==> src/rtl/uart_rx_cmd_parser.sv <==
// Turns the UART receiver's byte stream into register write/read strobes.
// Frames are {WR_CMD, addr, data} and {RD_CMD, addr}. Bad opcodes, bad addresses and stalled frames return the parser to IDLE.
module uart_rx_cmd_parser #(
    parameter int              DATA_WIDTH     = 8,
    parameter int              ADDR_WIDTH     = 4,
    parameter int              TIMEOUT_CYCLES = 1024,
    parameter logic [DATA_WIDTH-1:0] WR_CMD   = 8'hAA,
    parameter logic [DATA_WIDTH-1:0] RD_CMD   = 8'hBB
) (
    input  logic                  CLK,
    input  logic                  RST,
    input  logic [DATA_WIDTH-1:0] RX_P_DATA,
    input  logic                  RX_D_VLD,
    output logic                  WrEn,
    output logic                  RdEn,
    output logic [ADDR_WIDTH-1:0] Address,
    output logic [DATA_WIDTH-1:0] WrData,
    output logic                  cmd_error,
    output logic                  timeout_error,
    output logic                  busy
);

    localparam int CNT_W = $clog2(TIMEOUT_CYCLES);
    localparam logic [CNT_W-1:0] CNT_MAX = CNT_W'(TIMEOUT_CYCLES - 1);

    typedef enum logic [1:0] {IDLE, WR_ADDR, WR_DATA, RD_ADDR} state_t;

    state_t           state;
    logic [CNT_W-1:0] cnt;
    logic             addr_ok;

    // Any set bit above the address field means the register does not exist.
    assign addr_ok = (RX_P_DATA[DATA_WIDTH-1:ADDR_WIDTH] == '0);

    always_ff @(posedge CLK or posedge RST) begin
        if (RST) begin
            state         <= IDLE;
            busy          <= 1'b0;
            cnt           <= '0;
            WrEn          <= 1'b0;
            RdEn          <= 1'b0;
            cmd_error     <= 1'b0;
            timeout_error <= 1'b0;
            Address       <= '0;
            WrData        <= '0;
        end else begin
            WrEn          <= 1'b0;
            RdEn          <= 1'b0;
            cmd_error     <= 1'b0;
            timeout_error <= 1'b0;
            if (state == IDLE) begin
                cnt <= '0;
                if (RX_D_VLD) begin
                    if (RX_P_DATA == WR_CMD) begin
                        state <= WR_ADDR;
                        busy  <= 1'b1;
                    end else if (RX_P_DATA == RD_CMD) begin
                        state <= RD_ADDR;
                        busy  <= 1'b1;
                    end else begin
                        cmd_error <= 1'b1;
                    end
                end
            end else if (RX_D_VLD) begin
                // A byte on the last allowed cycle still beats the timeout.
                cnt <= '0;
                case (state)
                    WR_ADDR: begin
                        if (addr_ok) begin
                            Address <= RX_P_DATA[ADDR_WIDTH-1:0];
                            state   <= WR_DATA;
                        end else begin
                            cmd_error <= 1'b1;
                            state     <= IDLE;
                            busy      <= 1'b0;
                        end
                    end
                    WR_DATA: begin
                        WrData <= RX_P_DATA;
                        WrEn   <= 1'b1;
                        state  <= IDLE;
                        busy   <= 1'b0;
                    end
                    RD_ADDR: begin
                        if (addr_ok) begin
                            Address <= RX_P_DATA[ADDR_WIDTH-1:0];
                            RdEn    <= 1'b1;
                        end else begin
                            cmd_error <= 1'b1;
                        end
                        state <= IDLE;
                        busy  <= 1'b0;
                    end
                    default: begin
                        state <= IDLE;
                        busy  <= 1'b0;
                    end
                endcase
            end else if (cnt == CNT_MAX) begin
                timeout_error <= 1'b1;
                cnt           <= '0;
                state         <= IDLE;
                busy          <= 1'b0;
            end else begin
                cnt <= cnt + 1'b1;
            end
        end
    end

endmodule

==> config.mk <==
export PLATFORM = sky130hd
export DESIGN_NAME = uart_rx_cmd_parser
export DESIGN_NICKNAME = d
export VERILOG_FILES = /design/src/rtl/uart_rx_cmd_parser.sv
export SDC_FILE = /design/constraint.sdc
export NUM_CORES = 1
export LEC_CHECK = 0
export BUFFER_PORTS_ARGS = -buffer_cell sky130_fd_sc_hd__buf_2
export CELL_PAD_IN_SITES_DETAIL_PLACEMENT = 0
export CELL_PAD_IN_SITES_GLOBAL_PLACEMENT = 1
export CORE_ASPECT_RATIO = 1.25
export CORE_MARGIN = 5
export CORE_UTILIZATION = 42
export CTS_CLUSTER_DIAMETER = 120
export CTS_CLUSTER_SIZE = 16
export DETAILED_ROUTE_END_ITERATION = 6
export PLACE_DENSITY_LB_ADDON = 0.1
export REMOVE_ABC_BUFFERS = 1
export SLEW_MARGIN = 15
export SYNTH_ARGS = -nofsm -noshare
export SYNTH_HDL_FRONTEND = slang
export SYNTH_SLANG_ARGS = --single-unit
==> constraint.sdc <==
create_clock -name CLK -period 1.9 [get_ports CLK]
set_input_delay 0.19 -clock CLK [delete_from_list [all_inputs] [get_ports CLK]]
set_output_delay 0.19 -clock CLK [all_outputs]
set_load 0.02 [all_outputs]
# == Word-level counts from Yosys, hierarchy flattened ==
# Index checks and enable logic that the tools add are counted.
# word_totals
ff_bits,29
out_inout_bits,17
# classes
add_sub_neg,1
n_eq_ne,9
n_mux,36
n_bitwise,1
n_reduce_logical,8
# ops
operator,count
$mux 10,3
$mux 1,25
$eq 8x8->1 const B,2
$mux 2,8
$add 10x1->10 const B,1
$eq 10x10->1 const B,1
$reduce_and 4->1,2
$reduce_and 3->1,2
$eq 2x2->1 const B,2
$logic_not 4->1,1
$ne 4x4->1 const B,1
$ne 3x1->1 const B,1
$eq 2x1->1 const B,1
$logic_not 2->1,1
$ne 2x2->1 const B,1
$reduce_bool 2->1,1
$reduce_or 2->1,1
$not 1->1,1

# == Logic depth before layout (Yosys ltp) ==
# Gate-level depths: netlist of the first run.
# depth
word_depth,5
depth_mapped,5

# == Worst setup path before layout of the first run ==
# No wires, ideal clock.
# synth_path
kind,reg-to-reg
from,register cnt[0]
to,register busy
setup_ps,69
arrival_ps,1176
path_slack_ps,655
path_stages_with_launch,6
path_cell_list,dfrtp_1 ha_1 and4_1 a31oi_1 nand2_1 nand3_1
# synth_between
elab_chain_cells,3
# synth_rtl
element,line,text
start: declaration,29,logic [CNT_W-1:0] cnt;
start signal: assignment,105,cnt <= cnt + 1'b1;
$eq 10x10->1,99,end else if (cnt == CNT_MAX) begin
$reduce_bool 2->1 (no source line),--,
$reduce_and 4->1 (no source line),--,
end signal: assignment,92,busy <= 1'b0;
end signal: assignment,96,busy <= 1'b0;
end signal: assignment,103,busy <= 1'b0;
end: declaration,20,output logic busy
# No other way between the ends.
# A chain may end at the register's enable or synchronous reset.

# == Worst setup path after layout of the first run ==
# Same ends and word-level chain as after synthesis.

==> flow_summary.yaml, run 1 <==
placed_design:
  dp_hpwl_um: 1790
  dp_slack_ps: 417
  place_area_um2: 1410
  gp_congestion: 0.742
  placedCellCount: 164
  place.port_buffers: 27
power:
  p_sw_mw: 0.255
  ir_worst_vdd_mv: 0.404
  p_comb_share_pct: 7.9
  power_leakage_nw: 0.777
  power_frac_seq_pct: 59.7
  internal-power_mw: 0.810
  p_clk_share_pct: 32.4
  swShare_pct: 23.9
  powerDensity_nw_per_um2: 725
timing:
  hold_violations: 0
  worstMarginPinSlew_ps: 406
  final-setup-viol-count: 0
  setup_tns_ps: 0
  finClkSkew_ps: 7.03
  relSlewSlack_pct: 72.9
  grt_setup_unrepaired: "no"
  fmax_mhz: 719
  finalWorstSetupSlack_ps: 508
  slew_viol_final: 0
  min_period_ps: 1390
  fin_crit_sh_pct: 73.2
routing:
  viasPerCell: 5.10
  wl_um: 2420
  vias: 883
  wl_met1_um: 950
  top_layer: "met4"
  route.detailed.drc: 0
  wl_met2_um: 1240
  routedWlPerCell_um: 14.0
  met3_length_um: 171
  drt_iter0_markers: 16
  ant_nets: 0
  drt-pass1-iter-count: 4
cts:
  numCtsBuffers: 5
  clockBufferDepth: 2
  cts-htree-levels: 2
  path_clk_slew_ps: 90
  post_cts_resized: 0
  cts_sinks: 29
  root_buffer: "clkbuf_4"
  cts_tree: "done"
  cts_setup_buffers: 0
  clock_latency_ps: 320
finish:
  drive_gt1_share_pct: 30.7
  layout_common_cells: "dfrtp_1, buf_2, nor2_1"
  syn2layout_area_growth_pct: 19.4
  final-instance-count-excl-fill: 173
  antenna_cells: 0
  fin_nets: 148
  stdcell_area_um2: 1470
  final_common_cell: "dfrtp_1"
  fin_util_pct: 50.8
setup_path:
  worstReg2RegEnd: "busy"
  cp-start-kind: "register"
  worst_r2r_path_depth: 5
  required_ps: 2160
  cp_data_arrival_time_ps: 1650
  r2r_start: "cnt[0]"
  reg2reg_slack_ps: 510
  worstSetupPathType: "register to register"
  path_max_fanout: 5
  worst_setup_path_end_kind: "register"
floorplanning:
  die-width_um: 58.4
  io_pins: 28
  core-area_um2: 2890
  die_h_um: 70.5
  start_util_pct: 42.6
  rows: 22
  dieArea_um2: 4120
global_routing:
  grt_pass1_vias: 886
  grt_pass1_wl_um: 4080
  grt_antenna_before_repair: 0
  overflow: 0
  track_usage_pct: 13.5
  grt_max_degree: 30
yosys:
  synth.yosys.seq_area_share_pct: 59.0
  ys_ff_latch: 29
  ys_types: 28
  syn-cell-area_um2: 1230
  syn_area_per_cell_um2: 12.2
  yosys_warnings: 0
  syn_inst: 101
run_status:
  status: "finished clean"
min_path:
  hold_end: "Address[2]"
  worstHoldPathCells: 2
  min_from: "RX_P_DATA[2]"
  min_path_type: "input port to register"
run:
  cap_violations: 0
==> per-stage QoR <==
step,hold WS (ps),power [mW]
after global routing,113,1.13
after detailed placement,280,0.733
after floorplan,268,0.694
after global placement,273,0.732
final,127,1.06
after CTS,107,1.09
==> cell usage after synthesis <==
library cell | number | area [um^2]
nor4_1 | 1 | 6.26
nand4b_1 | 1 | 8.76
a41oi_1 | 1 | 8.76
nand2b_4 | 1 | 13.8
xnor2_1 | 3 | 26.3
a21boi_0 | 1 | 7.51
buf_4 | 1 | 7.51
nand3_1 | 5 | 25.0
nor2_1 | 12 | 45.0
mux2_1 | 4 | 45.0
a22oi_1 | 1 | 7.51
xor2_1 | 6 | 52.6
dfrtp_1 | 29 | 726
nor2b_1 | 2 | 12.5
a31oi_1 | 1 | 6.26
nand2b_1 | 1 | 6.26
and2_1 | 1 | 6.26
nand2_1 | 6 | 22.5
ha_1 | 1 | 12.5
nor3b_1 | 1 | 7.51
and3_1 | 3 | 18.8
or2_0 | 1 | 6.26
inv_1 | 3 | 11.3
nand4_1 | 3 | 18.8
a211o_1 | 1 | 8.76
o21ai_1 | 1 | 5.00
mux2_2 | 8 | 90.1
and4_1 | 2 | 17.5
==> power by group through the flow <==
stage | clock, mW | sequential (mW) | combinational, mW
6_report | 0.345 | 0.635 | 0.0843
5_1_grt | 0.401 | 0.637 | 0.0938
4_1_cts | 0.371 | 0.636 | 0.0869
3_5_place_dp | 0 | 0.648 | 0.0853
3_3_place_gp | 0 | 0.648 | 0.0847
2_1_floorplan | 0 | 0.665 | 0.0289
==> cell type report <==
| cell class | count | area, um^2 |
|---|---|---|
| Fill cell | 273 | 1420 |
| Inverter | 3 | 11.3 |
| Timing Repair Buffer | 29 | 153 |
| Multi-Input combinational cell | 68 | 485 |
| Tap cell | 36 | 45.0 |
| Clock buffer | 8 | 48.8 |
| Sequential cell | 29 | 726 |
==> worst max-delay path: stages, from the launching register on <==
cell and delay (ps):
dfrtp_1 400, ha_1 270, and4_1 220, a31oi_1 270
nand2_1 90, nand3_1 90
==> flip-flops by register name, indices dropped and copies added (netlist names) <==
signal         count
state              2
WrEn               1
WrData             8
cnt               10
busy               1
RdEn               1
Address            4
timeout_error      1
cmd_error          1
==> routing by layer <==
metal | global-route usage, % | vias to the layer above
met2 | 21.5 | 25
met5 | 0 | -
met4 | 7.99 | 0
met3 | 5.73 | 7
li1 | - | 426
met1 | 14.6 | 425
==> timing repair <==
action,4_1_cts,5_1_grt
endpoints found under the setup margin,0,0
endpoints found under the hold margin,29,0
hold buffers,1,0
==> worst max-delay path by stage <==
stage	end	from	cells past startpoint
6_report	busy	cnt[0]	5
2_1_floorplan	busy	cnt[0]	5
3_5_place_dp	Address[1]	RX_P_DATA[4]	4
3_3_place_gp	Address[0]	RX_P_DATA[4]	4
5_1_grt	busy	cnt[0]	5
4_1_cts	busy	cnt[0]	5
==> kinds of logic after synthesis <==
group / synth area share (%)
simple gates: 17.5
flops: 59.0
mux: 11.0
xor+xnor: 6.41
compound gates: 3.56
buf+inv: 1.53
fa+ha+maj: 1.02
Note: power is estimated with default switching activity, not from simulation.
==> inputs of run 2 (changes only) <==
--- a/config.mk
+++ b/config.mk
@@ -10,7 +10,7 @@
 export CELL_PAD_IN_SITES_GLOBAL_PLACEMENT = 1
 export CORE_ASPECT_RATIO = 1.25
 export CORE_MARGIN = 5
-export CORE_UTILIZATION = 42
+export CORE_UTILIZATION = 41
 export CTS_CLUSTER_DIAMETER = 120
 export CTS_CLUSTER_SIZE = 16
 export DETAILED_ROUTE_END_ITERATION = 6
==> constraint.sdc (replaced) <==
create_clock -name CLK -period 1.4 [get_ports CLK]
set_input_delay 0.14 -clock CLK [delete_from_list [all_inputs] [get_ports CLK]]
set_output_delay 0.14 -clock CLK [all_outputs]
set_load 0.02 [all_outputs]
==> run 2 against run 1 <==
  * Clock power rose by 35%
  * Hold slack got worse by 56 ps
  * Sequential power grew 36%
==> flow_summary.yaml, run 2 (same netlist as run 1, synthesis figures left out) <==
global_routing:
  grt_pass1_vias: 950
  track_usage_pct: 14.1
  grt_antenna_before_repair: 0
  overflow: 0
  grt_pass1_wl_um: 4380
  grt_max_degree: 30
floorplanning:
  core-area_um2: 2920
  dieArea_um2: 4200
  rows: 22
  io_pins: 28
  die-width_um: 59.0
  start_util_pct: 42.2
  die_h_um: 71.2
timing:
  fmax_mhz: 773
  fin_crit_sh_pct: 92.4
  final-setup-viol-count: 0
  finClkSkew_ps: 5.69
  timing.hold.ws_ps: 71.4
  worstMarginPinSlew_ps: 367
  relSlewSlack_pct: 75.5
  hold_violations: 0
  setup_tns_ps: 0
  grt_setup_unrepaired: "yes"
  slew_viol_final: 0
  min_period_ps: 1290
setup_path:
  critPathMaxStageDelay_ps: 410
  worstReg2RegEnd: "state[1]"
  crit_buf_inv: 0
  required_ps: 1640
  crit_chain: "ha_1 > and4_1 > a31oi_2 > nand2_1 > o21ai_1"
  path_max_fanout: 3
  cp_data_arrival_time_ps: 1540
  cp_top_family: "flip-flops"
  crit_cells: 5
  critPathCapture: "state[1]"
  worst_setup_path_end_kind: "register"
  worstSetupPathType: "register to register"
  cp-start-kind: "register"
  r2r_start: "cnt[0]"
  worst_r2r_path_depth: 5
  critPathLaunch: "cnt[0]"
  reg2reg_slack_ps: 110
  cpMaxStageDelayCell: "dfrtp_1"
cts:
  clock_latency_ps: 320
  root_buffer: "clkbuf_4"
  clockBufferDepth: 2
  cts-htree-levels: 2
  cts_sinks: 29
  cts_setup_buffers: 0
  path_clk_slew_ps: 90
  cts_tree: "done"
  numCtsBuffers: 5
routing:
  route.detailed.drc: 0
  routedWlPerCell_um: 13.8
  ant_nets: 0
  vias: 883
  drt-pass1-iter-count: 4
  drt_iter0_markers: 10
  viasPerCell: 4.91
  wl_um: 2490
placed_design:
  gp_congestion: 0.797
  dp_hpwl_um: 1870
  place_area_um2: 1460
  place.port_buffers: 27
finish:
  drive_gt1_share_pct: 35.4
  nFillCells: 289
  stdcell_area_um2: 1530
  regMostFlops: "cnt"
  largest_reg_flops: 10
  multi_input_area_um2: 494
  fin_util_pct: 52.4
  layout_common_cells: "dfrtp_1, buf_2, nor2_1"
  fin_nets: 155
  final_common_cell: "dfrtp_1"
  antenna_cells: 0
  seqCellArea_um2: 726
  syn2layout_area_growth_pct: 24.4
  reg.largest.list: "cnt (10), WrData (8), Address (4)"
run:
  cap_violations: 0
run_status:
  status: "finished clean"
power:
  power_leakage_nw: 0.814
  ir_worst_vdd_mv: 0.568
  powerDensity_nw_per_um2: 947
min_path:
  min_path_type: "input port to register"
[run 2: cell types whose count changed in the layout (fill, tap and decap cells not counted)]
cell,change
buf_4,+7
a31oi_1,-1
a31oi_2,+1
nand2_1,-1
nand2_2,+1
[run 2: metal layers]
metal / routed length [um] / vias up / global-route usage, % / share of wire [%]
li1: - / 433 / - / -
met3: 187 / 5 / 6.31 / 7.5
met2: 1340 / 26 / 24.7 / 54
met1: 921 / 419 / 14.5 / 37
met5: 0 / - / 0 / 0
met4: 40 / 0 / 5.29 / 1.6
[run 2: report_power, final]
| part | internal [mW] | total [mW] | switching (mW) |
|---|---|---|---|
| registers | 0.855 | 0.862 | 0.00751 |
| clock network | 0.200 | 0.466 | 0.267 |
| logic | 0.0482 | 0.120 | 0.0719 |
| total | 1.10 | 1.45 | 0.346 |
[run 2: worst min path at each step]
stage / start / depth (start not counted) / end / slack (ps)
CTS: RX_P_DATA[3] / 2 / Address[3] / 60
detailed placement: RST / 3 / cnt[5] / 230
finish: RX_P_DATA[3] / 2 / Address[3] / 70
global placement: RST / 3 / cnt[5] / 230
global route: RX_P_DATA[3] / 2 / Address[3] / 50
floorplan: RST / 1 / Address[0] / 220
[run 2: timing repair]
item | 4_1_cts | 5_1_grt
gates resized for setup | 0 | 2
endpoints found under the hold margin | 29 | 0
setup endpoints to repair | 0 | 10
hold buffers | 1 | 0
[run 2: final cells by class]
type	count	share of cell area (%)
sequential	29	47.4
inverter	3	0.736
clock buffer	8	3.19
multi-input combinational	68	32.3
tap	36	2.94
timing repair buffer	36	13.4
[run 2: worst register-to-register path, stage by stage (launching register included)]
cell and delay (ps):
dfrtp_1 410, ha_1 220, and4_1 200, a31oi_2 230
nand2_1 80, o21ai_1 80
[run 2: metrics by stage]
step | power (mW) | worst slack (ps) | cells
final | 1.45 | 106 | 180
after global routing | 1.55 | -24.9 | 180
after floorplan | 0.942 | 155 | 100
after global placement | 0.998 | 61.4 | 171
after CTS | 1.48 | 53.2 | 180
after detailed placement | 1.00 | 28.8 | 171
